File: src/rtl/sonar_pkg.sv
// Shared types and default 50 MHz timing for the sonar trigger/echo link.
// The ranging-side converter uses the same cycles-per-cm derivation.
package sonar_pkg;

    typedef enum logic [2:0] {
        StIdle,
        StTrigHi,
        StBurst,
        StEcho,
        StHoldoff
    } sonar_state_e;

    localparam int unsigned CLK_HZ    = 50_000_000;
    localparam int unsigned SOUND_MPS = 343;

    // Round-trip cycles per cm: 2 * 0.01 m / speed of sound, rounded to nearest.
    function automatic int unsigned cyc_per_cm_calc(int unsigned clk_hz, int unsigned sound_mps);
        return (2 * clk_hz + 50 * sound_mps) / (100 * sound_mps);
    endfunction

    function automatic int unsigned max2(int unsigned a, int unsigned b);
        return (a > b) ? a : b;
    endfunction

    localparam int unsigned DEF_DIST_W          = 9;
    localparam int unsigned DEF_TRIG_MIN_CYC    = 500;
    localparam int unsigned DEF_BURST_DELAY_CYC = 10_000;
    localparam int unsigned DEF_CYC_PER_CM      = cyc_per_cm_calc(CLK_HZ, SOUND_MPS);
    localparam int unsigned DEF_MAX_CM          = 400;
    localparam int unsigned DEF_TIMEOUT_CYC     = 1_900_000;
    localparam int unsigned DEF_HOLDOFF_CYC     = 500_000;

endpackage

File: src/rtl/sonar_echo_responder_if.sv
// Trigger/echo link between a ranging controller (master) and the sensor (slave).
interface sonar_echo_responder_if #(
    parameter int unsigned DIST_W = 9
) ();
    logic              trigger;
    logic [DIST_W-1:0] distance_cm;
    logic              echo;
    logic              busy;
    logic              short_trig;

    modport master (
        output trigger,
        output distance_cm,
        input  echo,
        input  busy,
        input  short_trig
    );

    modport slave (
        input  trigger,
        input  distance_cm,
        output echo,
        output busy,
        output short_trig
    );
endinterface

File: src/rtl/trig_sync_edge.sv
// Two-flop synchronizer for the asynchronous trigger plus edge detection.
// A level first sampled at edge k produces a rise/fall pulse consumed at edge k+2.
module trig_sync_edge (
    input  logic clock,
    input  logic reset,
    input  logic async_in,
    output logic rise,
    output logic fall
);
    logic meta_q, sync_q, prev_q;

    always_ff @(posedge clock) begin
        if (reset) begin
            meta_q <= 1'b0;
            sync_q <= 1'b0;
            prev_q <= 1'b0;
        end else begin
            meta_q <= async_in;
            sync_q <= meta_q;
            prev_q <= sync_q;
        end
    end

    assign rise = sync_q & ~prev_q;
    assign fall = ~sync_q & prev_q;
endmodule

File: src/rtl/sonar_echo_responder.sv
// Ultrasonic sensor emulator: validates the trigger width, waits the burst delay, then
// holds echo high for the round-trip time of the latched distance, followed by a dead time.
module sonar_echo_responder
    import sonar_pkg::*;
#(
    parameter int unsigned DIST_W          = DEF_DIST_W,
    parameter int unsigned TRIG_MIN_CYC    = DEF_TRIG_MIN_CYC,
    parameter int unsigned BURST_DELAY_CYC = DEF_BURST_DELAY_CYC,
    parameter int unsigned CYC_PER_CM      = DEF_CYC_PER_CM,
    parameter int unsigned MAX_CM          = DEF_MAX_CM,
    parameter int unsigned TIMEOUT_CYC     = DEF_TIMEOUT_CYC,
    parameter int unsigned HOLDOFF_CYC     = DEF_HOLDOFF_CYC
) (
    input logic                   clock,
    input logic                   reset,
    sonar_echo_responder_if.slave bus
);
    localparam int unsigned CNT_MAX = max2(max2(TRIG_MIN_CYC, BURST_DELAY_CYC),
                                           max2(TIMEOUT_CYC, HOLDOFF_CYC));
    localparam int unsigned CNT_W   = $clog2(CNT_MAX + 1);
    localparam int unsigned SUB_W   = (CYC_PER_CM > 1) ? $clog2(CYC_PER_CM) : 1;

    sonar_state_e      state_q, state_d;
    logic [CNT_W-1:0]  cnt_q, cnt_d;
    logic [SUB_W-1:0]  sub_q, sub_d;
    logic [DIST_W-1:0] cm_q, cm_d;
    logic [DIST_W-1:0] dist_q, dist_d;
    logic              timeout_q, timeout_d;
    logic              echo_q, echo_d;
    logic              short_q, short_d;
    logic              trig_rise, trig_fall;
    logic              sub_last, echo_done;

    trig_sync_edge u_trig_sync_edge (
        .clock    (clock),
        .reset    (reset),
        .async_in (bus.trigger),
        .rise     (trig_rise),
        .fall     (trig_fall)
    );

    assign sub_last  = (sub_q == SUB_W'(CYC_PER_CM - 1));
    // Echo width is cm_count * CYC_PER_CM built from two counters instead of a multiply.
    assign echo_done = timeout_q ? (cnt_q == CNT_W'(TIMEOUT_CYC - 1))
                                 : (sub_last && (cm_q == dist_q - DIST_W'(1)));

    always_comb begin
        state_d   = state_q;
        cnt_d     = cnt_q;
        sub_d     = sub_q;
        cm_d      = cm_q;
        dist_d    = dist_q;
        timeout_d = timeout_q;
        echo_d    = echo_q;
        short_d   = 1'b0;
        unique case (state_q)
            StIdle: begin
                if (trig_rise) begin
                    state_d = StTrigHi;
                    cnt_d   = CNT_W'(1);
                end
            end
            StTrigHi: begin
                if (trig_fall) begin
                    cnt_d = '0;
                    if (cnt_q >= CNT_W'(TRIG_MIN_CYC)) begin
                        state_d   = StBurst;
                        dist_d    = bus.distance_cm;
                        timeout_d = (bus.distance_cm == '0) ||
                                    (bus.distance_cm > DIST_W'(MAX_CM));
                    end else begin
                        state_d = StIdle;
                        short_d = 1'b1;
                    end
                end else if (cnt_q < CNT_W'(TRIG_MIN_CYC)) begin
                    cnt_d = cnt_q + CNT_W'(1);
                end
            end
            StBurst: begin
                if (cnt_q == CNT_W'(BURST_DELAY_CYC - 1)) begin
                    state_d = StEcho;
                    echo_d  = 1'b1;
                    cnt_d   = '0;
                    sub_d   = '0;
                    cm_d    = '0;
                end else begin
                    cnt_d = cnt_q + CNT_W'(1);
                end
            end
            StEcho: begin
                if (echo_done) begin
                    state_d = StHoldoff;
                    echo_d  = 1'b0;
                    cnt_d   = '0;
                end else if (timeout_q) begin
                    cnt_d = cnt_q + CNT_W'(1);
                end else if (sub_last) begin
                    sub_d = '0;
                    cm_d  = cm_q + DIST_W'(1);
                end else begin
                    sub_d = sub_q + SUB_W'(1);
                end
            end
            StHoldoff: begin
                if (cnt_q == CNT_W'(HOLDOFF_CYC - 1)) begin
                    state_d = StIdle;
                    cnt_d   = '0;
                end else begin
                    cnt_d = cnt_q + CNT_W'(1);
                end
            end
            default: state_d = StIdle;
        endcase
    end

    always_ff @(posedge clock) begin
        if (reset) begin
            state_q   <= StIdle;
            cnt_q     <= '0;
            sub_q     <= '0;
            cm_q      <= '0;
            dist_q    <= '0;
            timeout_q <= 1'b0;
            echo_q    <= 1'b0;
            short_q   <= 1'b0;
        end else begin
            state_q   <= state_d;
            cnt_q     <= cnt_d;
            sub_q     <= sub_d;
            cm_q      <= cm_d;
            dist_q    <= dist_d;
            timeout_q <= timeout_d;
            echo_q    <= echo_d;
            short_q   <= short_d;
        end
    end

    assign bus.echo       = echo_q;
    assign bus.short_trig = short_q;
    assign bus.busy       = (state_q == StBurst) || (state_q == StEcho) || (state_q == StHoldoff);
endmodule
File: src/flat_wrapper.sv
// flat-port wrapper written by rule: the top's interface ports become plain ports
module sonar_echo_responder_flat import sonar_pkg::*;
#(
    parameter int unsigned DIST_W          = DEF_DIST_W,
    parameter int unsigned TRIG_MIN_CYC    = DEF_TRIG_MIN_CYC,
    parameter int unsigned BURST_DELAY_CYC = DEF_BURST_DELAY_CYC,
    parameter int unsigned CYC_PER_CM      = DEF_CYC_PER_CM,
    parameter int unsigned MAX_CM          = DEF_MAX_CM,
    parameter int unsigned TIMEOUT_CYC     = DEF_TIMEOUT_CYC,
    parameter int unsigned HOLDOFF_CYC     = DEF_HOLDOFF_CYC
)
  (clock, reset, bus_trigger, bus_distance_cm, bus_echo, bus_busy, bus_short_trig);
  sonar_echo_responder_if #(.DIST_W(DIST_W)) bus_i ();
  input logic clock;
  input logic reset;
  input wire logic [$bits(bus_i.trigger)-1:0] bus_trigger;
  input wire logic [$bits(bus_i.distance_cm)-1:0] bus_distance_cm;
  output wire logic [$bits(bus_i.echo)-1:0] bus_echo;
  output wire logic [$bits(bus_i.busy)-1:0] bus_busy;
  output wire logic [$bits(bus_i.short_trig)-1:0] bus_short_trig;
  assign bus_i.trigger = bus_trigger;
  assign bus_i.distance_cm = bus_distance_cm;
  assign bus_echo = bus_i.echo;
  assign bus_busy = bus_i.busy;
  assign bus_short_trig = bus_i.short_trig;
  sonar_echo_responder #(.DIST_W(DIST_W), .TRIG_MIN_CYC(TRIG_MIN_CYC), .BURST_DELAY_CYC(BURST_DELAY_CYC), .CYC_PER_CM(CYC_PER_CM), .MAX_CM(MAX_CM), .TIMEOUT_CYC(TIMEOUT_CYC), .HOLDOFF_CYC(HOLDOFF_CYC)) u_core (.clock(clock), .reset(reset), .bus(bus_i));
endmodule
File: config.mk
export PLATFORM = sky130hd
export DESIGN_NAME = sonar_echo_responder_flat
export DESIGN_NICKNAME = d
export VERILOG_FILES = /design/src/rtl/sonar_pkg.sv /design/src/rtl/sonar_echo_responder_if.sv /design/src/rtl/trig_sync_edge.sv /design/src/rtl/sonar_echo_responder.sv /design/src/flat_wrapper.sv
export SDC_FILE = /design/constraint.sdc
export NUM_CORES = 1
export LEC_CHECK = 0
export ABC_AREA = 1
export ABC_CLOCK_PERIOD_IN_PS = 5500
export CORE_ASPECT_RATIO = 1.1
export CORE_UTILIZATION = 46
export DETAILED_ROUTE_END_ITERATION = 6
export HOLD_SLACK_MARGIN = 0.15
export PLACE_DENSITY_LB_ADDON = 0.05
export SYNTH_ARGS = -nofsm -noshare
export SYNTH_HDL_FRONTEND = slang
export SYNTH_HIERARCHICAL = 1
export SYNTH_SLANG_ARGS = --single-unit
File: constraint.sdc
create_clock -name clock -period 5.5 [get_ports clock]
set_input_delay 0.55 -clock clock [delete_from_list [all_inputs] [get_ports clock]]
set_output_delay 0.55 -clock clock [all_outputs]
set_load 0.02 [all_outputs]
# Word level (Yosys, flattened, before mapping)
# Cells that the tools add are included.
[word_totals] wordCells=88 register_bits=60 inputBits=12 output_inout_bits=3
[classes] n_bitwise=6 magnitude_cmp=3 eq_ne=19 n_reduce_logical=15 muxes=30 addsub=4
[ops] op="$mux W21" n=7
[ops] op="$pmux W21 S5" n=1
[ops] op="$mux W12" n=4
[ops] op="$mux W9" n=4
[ops] op="$pmux W12 S2" n=1
[ops] op="$add A21 B1 Y21 const B" n=1
[ops] op="$eq A21 B14 Y1 const B" n=1
[ops] op="$eq A21 B19 Y1 const B" n=1
[ops] op="$eq A21 B21 Y1 const B" n=1
[ops] op="$ge A21 B9 Y1 const B" n=1
[ops] op="$lt A21 B9 Y1 const B" n=1
[ops] op="$pmux W9 S2" n=1
[ops] op="$mux W3" n=5
[ops] op="$pmux W3 S5" n=1
[ops] op="$add A12 B1 Y12 const B" n=1
[ops] op="$eq A12 B12 Y1 const B" n=1
[ops] op="$ne A2 B1 Y1 const B" n=6
[ops] op="$reduce_and A5 Y1" n=2
[ops] op="$add A9 B1 Y9 const B" n=1
[ops] op="$eq A9 B9 Y1" n=1
[ops] op="$gt A9 B9 Y1 const B" n=1
[ops] op="$logic_not A9 Y1" n=1
[ops] op="$sub A9 B1 Y9 const B" n=1
[ops] op="$reduce_and A4 Y1" n=2
[ops] op="17 further kinds" n=30

# Longest topological paths before layout
# Gate-level depths: netlist of run 1.
[logic_depth] word_depth=6 mapped_depth=19 ltp_nobuf=18

# By module
# Netlist of run 1, hierarchy kept.
[modules_own_cells] module="sonar_echo_responder" instances=1 cells_per_inst=547 seq_area_each_um2=1141.1 area_per_inst_um2=3598.5
[modules_own_cells] module="trig_sync_edge" instances=1 cells_per_inst=12 seq_area_each_um2=60.1 area_per_inst_um2=93.8

# Least setup slack after synthesis of run 1
# Ideal clock, no wire load.
[synth_path] path_kind="register to register" start="reg u_core.dist_q[0]" end="reg u_core.cnt_q[3]" n_path_buf=1 stages_incl_launch_ff=18 t_required_ns=5.368 t_arrival_ns=1.798 slack_ns=3.570 period_less_slack_ns=1.930 setup_ns=0.132 cell_sequence="dfxtp_1 inv_1 ha_1 nand2_1 nor2_4 nand2_1 nand2_1 a21oi_1 nand2_1 nor2_1 nand3_2 nand2_1 nand2_1 nand2_1 nand2_2 buf_6 nand3_1 a21oi_1"
[synth_between] elab_chain_cells=6 word_cells_on_any_way=8 classes_between="add/sub: 1; eq/ne: 2; mux: 3; reduce/logical: 2"
[synth_lines] element="from (decl)" line_no="sonar_echo_responder.sv:27" source="logic [DIST_W-1:0] dist_q, dist_d;"
[synth_lines] element="from (signal assigned)" line_no="sonar_echo_responder.sv:131" source="dist_q <= dist_d;"
[synth_lines] element="$sub A9 B1 Y9 (*)" line_no="sonar_echo_responder.sv:45" source=": (sub_last && (cm_q == dist_q - DIST_W'(1)));"
[synth_lines] element="$eq A9 B9 Y1 (*)" line_no="sonar_echo_responder.sv:45"
[synth_lines] element="$logic_and A1 B1 Y1 (*)" line_no="sonar_echo_responder.sv:45"
[synth_lines] element="$mux W1 (*)" line_no="sonar_echo_responder.sv:44" source="assign echo_done = timeout_q ? (cnt_q == CNT_W'(TIMEOUT_CYC - 1))"
[synth_lines] element="$mux W21 or $ne A3 B1 Y1 (tied branches)"
[synth_lines] element="$pmux W21 S5 or $reduce_and A4 Y1 (tied branches)"
[synth_lines] element="to (signal assigned)" line_no="sonar_echo_responder.sv:128" source="cnt_q <= cnt_d;"
[synth_lines] element="to (decl)" line_no="sonar_echo_responder.sv:24" source="logic [CNT_W-1:0] cnt_q, cnt_d;"
# Mark *: on every way between the ends. The rest lies on a longest branch, timed or not.
# A chain may end at the register's enable or synchronous reset.

# Worst setup path in the final report of run 1
[layout_path] start="reg u_core.state_q[0]" end="out bus_busy"
[layout_between] elab_chain_cells=3 word_cells_on_any_way=5 classes_between="eq/ne: 3; reduce/logical: 2"
[layout_lines] element="from (decl)" line_no="sonar_echo_responder.sv:23" source="sonar_state_e state_q, state_d;"
[layout_lines] element="from (signal assigned)" line_no="sonar_echo_responder.sv:118" source="state_q <= StIdle;"
[layout_lines] element="from (signal assigned)" line_no="sonar_echo_responder.sv:127" source="state_q <= state_d;"
[layout_lines] element="$eq A3 B2 Y1" line_no="sonar_echo_responder.sv:140" source="assign bus.busy = (state_q == StBurst) || (state_q == StEcho) || (state_q == StHoldoff);"
[layout_lines] element="$logic_or A1 B1 Y1" line_no="sonar_echo_responder.sv:140"
[layout_lines] element="$logic_or A1 B1 Y1 (*)" line_no="sonar_echo_responder.sv:140"
[layout_lines] element="to (decl)" line_no="flat_wrapper.sv:19" source="output wire logic [$bits(bus_i.busy)-1:0] bus_busy;"
# Marks and branches as above.

==> flow_summary.ini, run 1 <==
[status]
status = finished clean

[clock_tree]
clk_path_buf_depth = 2
postCtsSetupRepairBufs = 0
cts_buffers = 9
h-tree-depth = 3
clock_latency_ns = 0.34
clkTransAtPathRegs_ns = 0.07
cts_num_sinks = 60
cts_tree = yes
cts-root-buf = clkbuf_8
ctsHoldBuffers = 0
ctsResizeCount = 0

[route]
route.detailed.drc = 0
wire_per_inst_um = 13.1
via_count = 3520
drt_iter0_drc = 196
ant_nets = 0
wl_um = 8900
drtPass1Iterations = 4
vias_per_cell = 5.18

[critical_path]
timing.critical_path.from_type = flip-flop
end_kind = primary output
worstReg2RegEnd = u_core/state_q[0]
crit_fanout = 5
worstSetupPathType = reg2out
cp.arrival_ns = 2.06
crit_required_ns = 4.95
r2r_start = u_core/dist_q[0]
r2r_cells = 17
rrSetupSlack_ns = 2.97

[global_route]
grt.total_usage = 0.236
grt_max_degree = 30
grt_pass1_wl_um = 15400
grt_pass1_vias = 3276
grt_overflow = 0
antenna_found_initial = 0

[floorplanning]
fp.dieH_um = 96.0
pin_count = 15
start_util = 0.486
die-width_um = 87.4
dieArea_um2 = 8390
rows = 33
core_um2 = 7600

[timing]
finalClockSkew_ns = 0.0112
fin_crit_sh = 0.475
period_minus_slack_ns = 2.61
rsz0062_at_grt = no
max_freq_mhz = 383
maxSlewViolCount = 0
setup_violations = 0
max_slew.worst_pin.slew_ns = 1.07
setup_tns_ns = 0
maxSlewHeadroom = 0.283
hold_viol_final = 0

[synth]
synth_area_leader_cell = dfxtp_1
synth-async-reset-ratio = 0
ys_top_cells_by_area = dfxtp_1 (33%), nand2_1 (12%), nor2_1 (7.6%)
ys_seq_area_frac = 0.325
ys_ff_latch = 60
syn_area_um2 = 3690
synthFlopType = dfxtp_1
yosys.cell_types.count = 43
synth_edf_count = 0
yosys_warnings = 6
synth_nets = 577
yosysTopAreaCellShare = 0.325
syn-instance-count = 559
syn_avg_cell_area_um2 = 6.61

[worst_hold_path]
hold_end = u_core/u_trig_sync_edge/sync_q
min_path_cells = 2
min_path_type = reg2reg
hp-start = u_core/u_trig_sync_edge/meta_q

[placement]
dp_hpwl_um = 6460
io_buffers = 14
gp_congestion = 0.927

[power_and_ir_drop]
irDropWorstVdd_uv = 105
p_leak_nw = 1.43
powerDensity_nw_per_um2 = 218

[job]
drv_cap = 0

[final_layout]
antennaDiodeCount = 0
fillers = 798
final_util = 0.533
syn2layout_area_growth_pct = 9.62
drive_gt1_frac = 0.0939
nets = 588
## synthesized netlist by cell type (5+ instances only)
cell type,n
a21oi_1,51
buf_2,6
dfxtp_1,60
ha_1,6
inv_1,60
inv_2,7
nand2_1,118
nand3_1,43
nand4_1,8
nor2_1,75
nor2_2,7
nor3_1,16
nor3_2,5
o21ai_0,24
xnor2_1,8
xor2_1,13
## area by class of cell
type	instances	area [um2]	area share
multi-input combinational	411	2120	0.523
tap	105	131	0.0325
clock buffer	12	145	0.0359
clock inverter	4	25.0	0.00618
timing repair buffer	16	155	0.0383
inverter	72	273	0.0674
sequential	60	1200	0.297
## routing by layer
metal / global-route usage / vias up / wire, um
li1: - / 1833 / -
met1: 0.320 / 1618 / 4350
met2: 0.384 / 60 / 4110
met3: 0.0343 / 9 / 354
met4: 0.0738 / 0 / 90
met5: 0 / - / 0
## power by group
group          total, mW  leakage, nW  switching (mW)  internal (mW)
logic             0.0870        0.862          0.0640         0.0230
clock network      0.355       0.0824           0.180          0.175
registers          0.442        0.484         0.00360          0.438
## state kept, by name, indices dropped and copies added, names as in the netlist
| signal | count |
|---|---|
| u_core/cnt_q | 21 |
| u_core/sub_q | 12 |
| u_core/cm_q | 9 |
| u_core/dist_q | 9 |
| u_core/state_q | 3 |
| u_core/bus.echo | 1 |
| u_core/bus.short_trig | 1 |
| u_core/timeout_q | 1 |
| u_core/u_trig_sync_edge/meta_q | 1 |
| u_core/u_trig_sync_edge/prev_q | 1 |
| u_core/u_trig_sync_edge/sync_q | 1 |
## worst max-delay path by stage
stage                         to              start
6_report                bus_busy  u_core/state_q[0]
5_1_grt        u_core/state_q[0]   u_core/dist_q[0]
4_1_cts                 bus_busy  u_core/state_q[0]
3_5_place_dp    u_core/cnt_q[13]   u_core/dist_q[0]
3_3_place_gp   u_core/state_q[2]   u_core/dist_q[0]
2_1_floorplan    u_core/cnt_q[3]   u_core/dist_q[0]
## cells by family (layout without fill, tap and decap cells)
| group | count (synthesis) | after routing | share of synthesized area |
|---|---|---|---|
| buffers and inverters | 88 | 104 | 0.101 |
| flip-flops | 60 | 60 | 0.325 |
| XOR/XNOR | 21 | 21 | 0.0498 |
| AND/OR/NAND/NOR | 296 | 296 | 0.373 |
| AO/OA/AOI/OAI | 88 | 88 | 0.130 |
| adder cells (fa/ha/maj) | 6 | 6 | 0.0203 |
## placed cells by master, fill, tap and decap left out, types with 2 or more instances in the layout
cell type	n
nand2_1	118
nor2_1	75
inv_1	60
dfxtp_1	60
a21oi_1	51
nand3_1	43
o21ai_0	24
nor3_1	16
clkdlybuf4s50_1	14
xor2_1	13
clkbuf_8	10
xnor2_1	8
nand4_1	8
inv_2	7
nor2_2	7
ha_1	6
nor3_2	5
nand3_2	4
clkinv_1	4
nor4_1	4
nor2_4	3
o21ai_1	3
nand2_2	3
clkbuf_1	2
clkinvlp_4	2
clkinv_2	2
nor3b_1	2
nand2_4	2
a211oi_2	2
and3_1	2
buf_4	2
## through the flow
| step | std cells | hold WS [ns] | power, mW | setup WS [ns] | area [um2] |
|---|---|---|---|---|---|
| 2_1_floorplan | 559 | 0.388 | 0.515 | 3.57 | 3690 |
| 4_1_cts | 680 | 0.415 | 0.896 | 2.87 | 4050 |
| 3_5_place_dp | 664 | 0.402 | 0.538 | 3.04 | 3880 |
| 6_report | 680 | 0.409 | 0.884 | 2.89 | 4050 |
| 3_3_place_gp | 664 | 0.402 | 0.538 | 3.11 | 3880 |
| 5_1_grt | 680 | 0.433 | 0.925 | 2.71 | 4050 |
## critical path, stage by stage, from the launching register on
cell and delay, ns:
dfxtp_1 0.39, inv_2 0.07, nor3_4 0.28, inv_2 0.11, nand2_1 0.09, inv_2 0.04, nand2_1 0.12, clkdlybuf4s50_1 0.63
Power figures use the tool's default switching activity.
==> run 2, diff against run 1 <==
- ABC_CLOCK_PERIOD_IN_PS: 5500 -> 2400
- clock period: 5.5 -> 2.4 ns (I/O delays scaled with it)
==> run 2 against run 1 <==
Utilization rose by 2.5 points. Sequential share of layout area fell by 1.3 points. Die area did not move. Critical path depth rose by 9. Clock power rose to 2.9 times the previous value. Count of clock-buffer cells in the layout fell by 1. Routed wire length fell by 2.4%.
==> flow_summary.ini, run 2 (synthesis gave the netlist of run 1 again) <==
[route]
wire_per_inst_um = 12.5
ant_nets = 0
via_count = 3514
drtPass1Iterations = 4
drt_iter0_drc = 224
route.detailed.drc = 0
vias_per_cell = 5.06
wl_um = 8690

[floorplanning]
start_util = 0.486
fp.dieH_um = 96.0
dieArea_um2 = 8390
rows = 33
die-width_um = 87.4
core_um2 = 7600
pin_count = 15

[timing]
setup_tns_ns = 0
holdWs_ns = 0.410
setup_violations = 0
maxSlewViolCount = 0
max_slew.worst_pin.slew_ns = 0.625
max_freq_mhz = 459
finalClockSkew_ns = 0.00712
hold_viol_final = 0
maxSlewHeadroom = 0.583
period_minus_slack_ns = 2.18
fin_crit_sh = 0.909
rsz0062_at_grt = no

[status]
status = finished clean

[clock_tree]
clock_latency_ns = 0.34
cts_num_sinks = 60
postCtsSetupRepairBufs = 0
cts-root-buf = clkbuf_8
h-tree-depth = 3
cts_buffers = 9
clkTransAtPathRegs_ns = 0.07
cts_tree = yes
clk_path_buf_depth = 2

[placement]
place_area_um2 = 3980
placed_cells = 678
dp_hpwl_um = 6450
gp_congestion = 0.927
io_buffers = 14

[critical_path]
worstSetupPathType = reg2reg
end_kind = flip-flop
cp.arrival_ns = 2.40
timing.critical_path.from_type = flip-flop
crit_fanout = 12
crit_required_ns = 2.62

[final_layout]
antennaDiodeCount = 0
largest_register_ffs = 21
syn2layout_area_growth_pct = 14.8
drive_gt1_frac = 0.124
instances_no_fill = 694
nets = 602
regMostFlops = u_core/cnt_q
final_common_cell = nand2_1
stdcell_area_um2 = 4240
fillers = 801
final_cell_mix = nand2_1 (118), nor2_1 (73), inv_1 (60), dfxtp_1 (59), a21oi_1 (51)
multi_input_area_um2 = 2150
ff_latch_area_um2 = 1200
largest_registers = u_core/cnt_q x21, u_core/sub_q x12

[power_and_ir_drop]
powerDensity_nw_per_um2 = 534
p_leak_nw = 1.54
irDropWorstVdd_uv = 326

[global_route]
grt.total_usage = 0.230
top_usage_layer = met2
grt_max_degree = 29
antenna_found_initial = 0
grt_pass1_vias = 3269
grt_pass1_wl_um = 15000
grt_overflow = 0
use_met1 = 0.315
grt.met2_usage = 0.364
met3_usage = 0.0360

[job]
drv_cap = 0

[worst_hold_path]
min_path_type = in2reg
==> run 2: layer usage <==
metal	part of all wire	vias up	wire length, um
li1	-	1860	-
met1	0.51	1583	4430
met2	0.44	61	3800
met3	0.037	10	325
met4	0.014	0	125
met5	0	-	0
==> run 2: critical path, cell delays in order (launching register included) <==
cell and delay, ns:
dfxtp_2 0.34, inv_1 0.11, ha_4 0.17, nand2_1 0.08
nor2_4 0.16, nand3_2 0.08, nand3_1 0.10, nand2_1 0.06
nor2_1 0.14, nand3_2 0.09, nand2_1 0.11, nand2_1 0.09
nand2_1 0.12, nand2_4 0.09, buf_6 0.16, nand3_1 0.08
a21oi_1 0.07
==> run 2: cell type report <==
| cell class | instances | share of cell area |
|---|---|---|
| clock buffer | 11 | 0.0333 |
| clock inverter | 5 | 0.0177 |
| inverter | 72 | 0.0643 |
| multi-input combinational | 411 | 0.507 |
| sequential | 60 | 0.284 |
| tap | 105 | 0.0310 |
| timing repair buffer | 30 | 0.0631 |
==> run 2: power breakdown <==
| group | internal [mW] | switching (mW) | leakage, nW |
|---|---|---|---|
| combinational | 0.0753 | 0.151 | 0.938 |
| sequential | 1.00 | 0.00781 | 0.484 |
| clock | 0.608 | 0.416 | 0.113 |
| total | 1.69 | 0.575 | 1.54 |
==> run 2: worst paths after layout <==
kind / from / to / slack, ns / depth (start not counted)
min reg2reg: u_core/u_trig_sync_edge/meta_q / u_core/u_trig_sync_edge/sync_q / 0.41 / 2
min: bus_trigger / u_core/u_trig_sync_edge/meta_q / 0.41 / 3
max: u_core/dist_q[0] / u_core/cnt_q[8] / 0.22 / 16
max reg2reg: u_core/dist_q[0] / u_core/cnt_q[8] / 0.22 / 16
==> run 2: per-stage QoR <==
step	setup WS (ns)	util	power [mW]
final	0.219	0.558	2.26
after floorplan	0.470	-	1.18
after global routing	0.0125	0.558	2.36
after detailed placement	0.0513	0.524	1.25
after global placement	0.128	0.524	1.25
after CTS	0.0257	0.553	2.28
==> run 2: repair_timing <==
item / CTS / global route
resized for setup: 0 / 10
hold buffers: 0 / 0
endpoints found under the setup margin: 0 / 45
==> run 3, diff against run 2 <==
--- a/constraint.sdc
+++ b/constraint.sdc
@@ -3,2 +3,2 @@
 set_output_delay 0.24 -clock clock [all_outputs]
-set_load 0.02 [all_outputs]
+set_load 0.005 [all_outputs]
==> results of run 3 <==
The final DEF is identical to that of run 2. Status: finished clean.
==> RTL change, RTL diff (flow settings as in run 3) <==
Take the reset off `cm_q` and load it in a clocked block of its own.
--- a/src/rtl/sonar_echo_responder.sv
+++ b/src/rtl/sonar_echo_responder.sv
@@ -118,7 +118,6 @@
             state_q   <= StIdle;
             cnt_q     <= '0;
             sub_q     <= '0;
-            cm_q      <= '0;
             dist_q    <= '0;
             timeout_q <= 1'b0;
             echo_q    <= 1'b0;
@@ -127,7 +126,6 @@
             state_q   <= state_d;
             cnt_q     <= cnt_d;
             sub_q     <= sub_d;
-            cm_q      <= cm_d;
             dist_q    <= dist_d;
             timeout_q <= timeout_d;
             echo_q    <= echo_d;
@@ -135,6 +133,10 @@
         end
     end
 
+    always_ff @(posedge clock) begin
+        cm_q <= cm_d;
+    end
+
     assign bus.echo       = echo_q;
     assign bus.short_trig = short_q;
     assign bus.busy       = (state_q == StBurst) || (state_q == StEcho) || (state_q == StHoldoff);
Check against the original RTL: no difference found for any inputs over 10 cycles, from zero or initial values and one cycle with reset high; that may be too few to reach the edited logic, so the function may still have changed.
==> RTL change against run 3 <==
Count of clock-buffer cells in the layout unchanged; area after synthesis increased by 4.9%; design area increased by 4.9%; non-clock buffer count increased by 9; worst hold slack got worse by 0.0089 ns; largest power group is now registers; total power increased by 2.5%; worst setup slack got worse by 0.011 ns; sequential cell count unchanged; final cell count decreased by 1.0%; synthesized cell count decreased by 4.1%; wire length increased by 1.1%.
==> RTL change: results (changes against run 3) <==
{| class="wikitable"
! Metric !! Value
|-
| Status || completed
|-
| DP HPWL || 6558 um (+1.7%)
|-
| Total global-route track usage || 21.99% (-1.1 points)
|-
| Standard cell area after detailed placement || 4213 sq um (+5.8%)
|-
| Worst path max stage delay || 0.32 ns (-0.02 ns)
|-
| Worst Tran Pin Value || 0.5987 ns (-0.02655 ns)
|-
| Share of cells above drive strength 1 || 17.44% (+5.0 points)
|-
| Slowest library cell on the worst path || dfxtp_1
|-
| Largest delay contributor family on the critical path || simple AND/OR/NAND/NOR gates
|-
| Worst Path Max Fanout || 26 (+14)
|-
| DRT iter0 DRCs || 139 (-38%)
|-
| Number of enable-type register cells in the synthesized netlist || 9 (+9)
|-
| Filler cells || 808 (+0.87%)
|-
| Wire length of the first global-routing pass || 15060 um (+0.32%)
|-
| Sequential share of the synthesized area || 33.34% (+0.81 points)
|-
| Setup Skew || 0.01247 ns (+0.005355 ns)
|-
| Worst ir drop on vdd || 0.0002726 V (-17%)
|-
| Largest net degree at the start of global routing || 27 (-6.9%)
|-
| Synth Net Count || 554 (-4.0%)
|-
| Leak Pwr || 1.814 nW (+18%)
|-
| Number of buffers inserted by post-CTS setup repair || 0 (unchanged)
|-
| Number of vias in the routed layout || 3389 (-3.6%)
|-
| Worst min-delay path startpoint || u_core/u_trig_sync_edge/meta_q
|-
| GP Congestion || 0.8857 (-4.5%)
|-
| Worst min path class || reg2reg
|-
| Commonest cells in the synthesized netlist || nand2_1, nor2_1, inv_1
|-
| Via count of the first global-routing pass || 3217 (-1.6%)
|-
| Setup WS pre-CTS || 0.03899 ns (-0.01232 ns)
|}
RTL change: worst min-delay path, cell delays in order, from the launching register on:
cell	delay [ns]
dfxtp_1	0.30
inv_1	0.04
nor2_1	0.03
RTL change: final timing paths:
kind	end	slack, ns	depth (start not counted)
max	u_core/cnt_q[0]	0.21	16
min	u_core/u_trig_sync_edge/sync_q	0.40	2
max reg2reg	u_core/cnt_q[0]	0.21	16
min reg2reg	u_core/u_trig_sync_edge/sync_q	0.40	2
RTL change: kinds of logic after synthesis:
kind of cell             synth area share [%]
XOR/XNOR                                5.880
buffers and inverters                   10.18
AO/OA/AOI/OAI                           10.89
adder cells (fa/ha/maj)                 1.939
AND/OR/NAND/NOR                         37.77
flip-flops                              33.34
RTL change: power by group:
| group | internal (mW) | switching (mW) | total, mW | leakage, nW |
|---|---|---|---|---|
| Combinational | 0.0918 | 0.184 | 0.276 | 1.20 |
| Clock | 0.582 | 0.412 | 0.994 | 0.103 |
| Sequential | 1.03 | 0.0180 | 1.05 | 0.507 |
RTL change: cell type report:
cell class                 instances  share of cell area (%)
multi-input combinational        389                   49.24
sequential                        60                   29.04
timing repair buffer              39                   7.372
inverter                          75                   6.612
tap                              108                   3.039
clock buffer                      11                   2.954
clock inverter                     5                   1.745
RTL change: metrics by stage:
stage	util (%)	hold WS [ns]	std cells	total power, mW
after floorplan	-	0.3112	536	1.292
after global placement	52.40	0.3903	668	1.335
final	55.31	0.4011	687	2.318
after detailed placement	52.40	0.3944	668	1.337
after global routing	55.31	0.4382	687	2.433
after CTS	55.00	0.4024	684	2.334
RTL change: routing by layer:
layer | routed length (um) | global-route usage [%]
met2 | 4453 | 38.34
met1 | 4057 | 26.48
met5 | 0 | 0
met4 | 85 | 6.593
met3 | 186 | 4.903
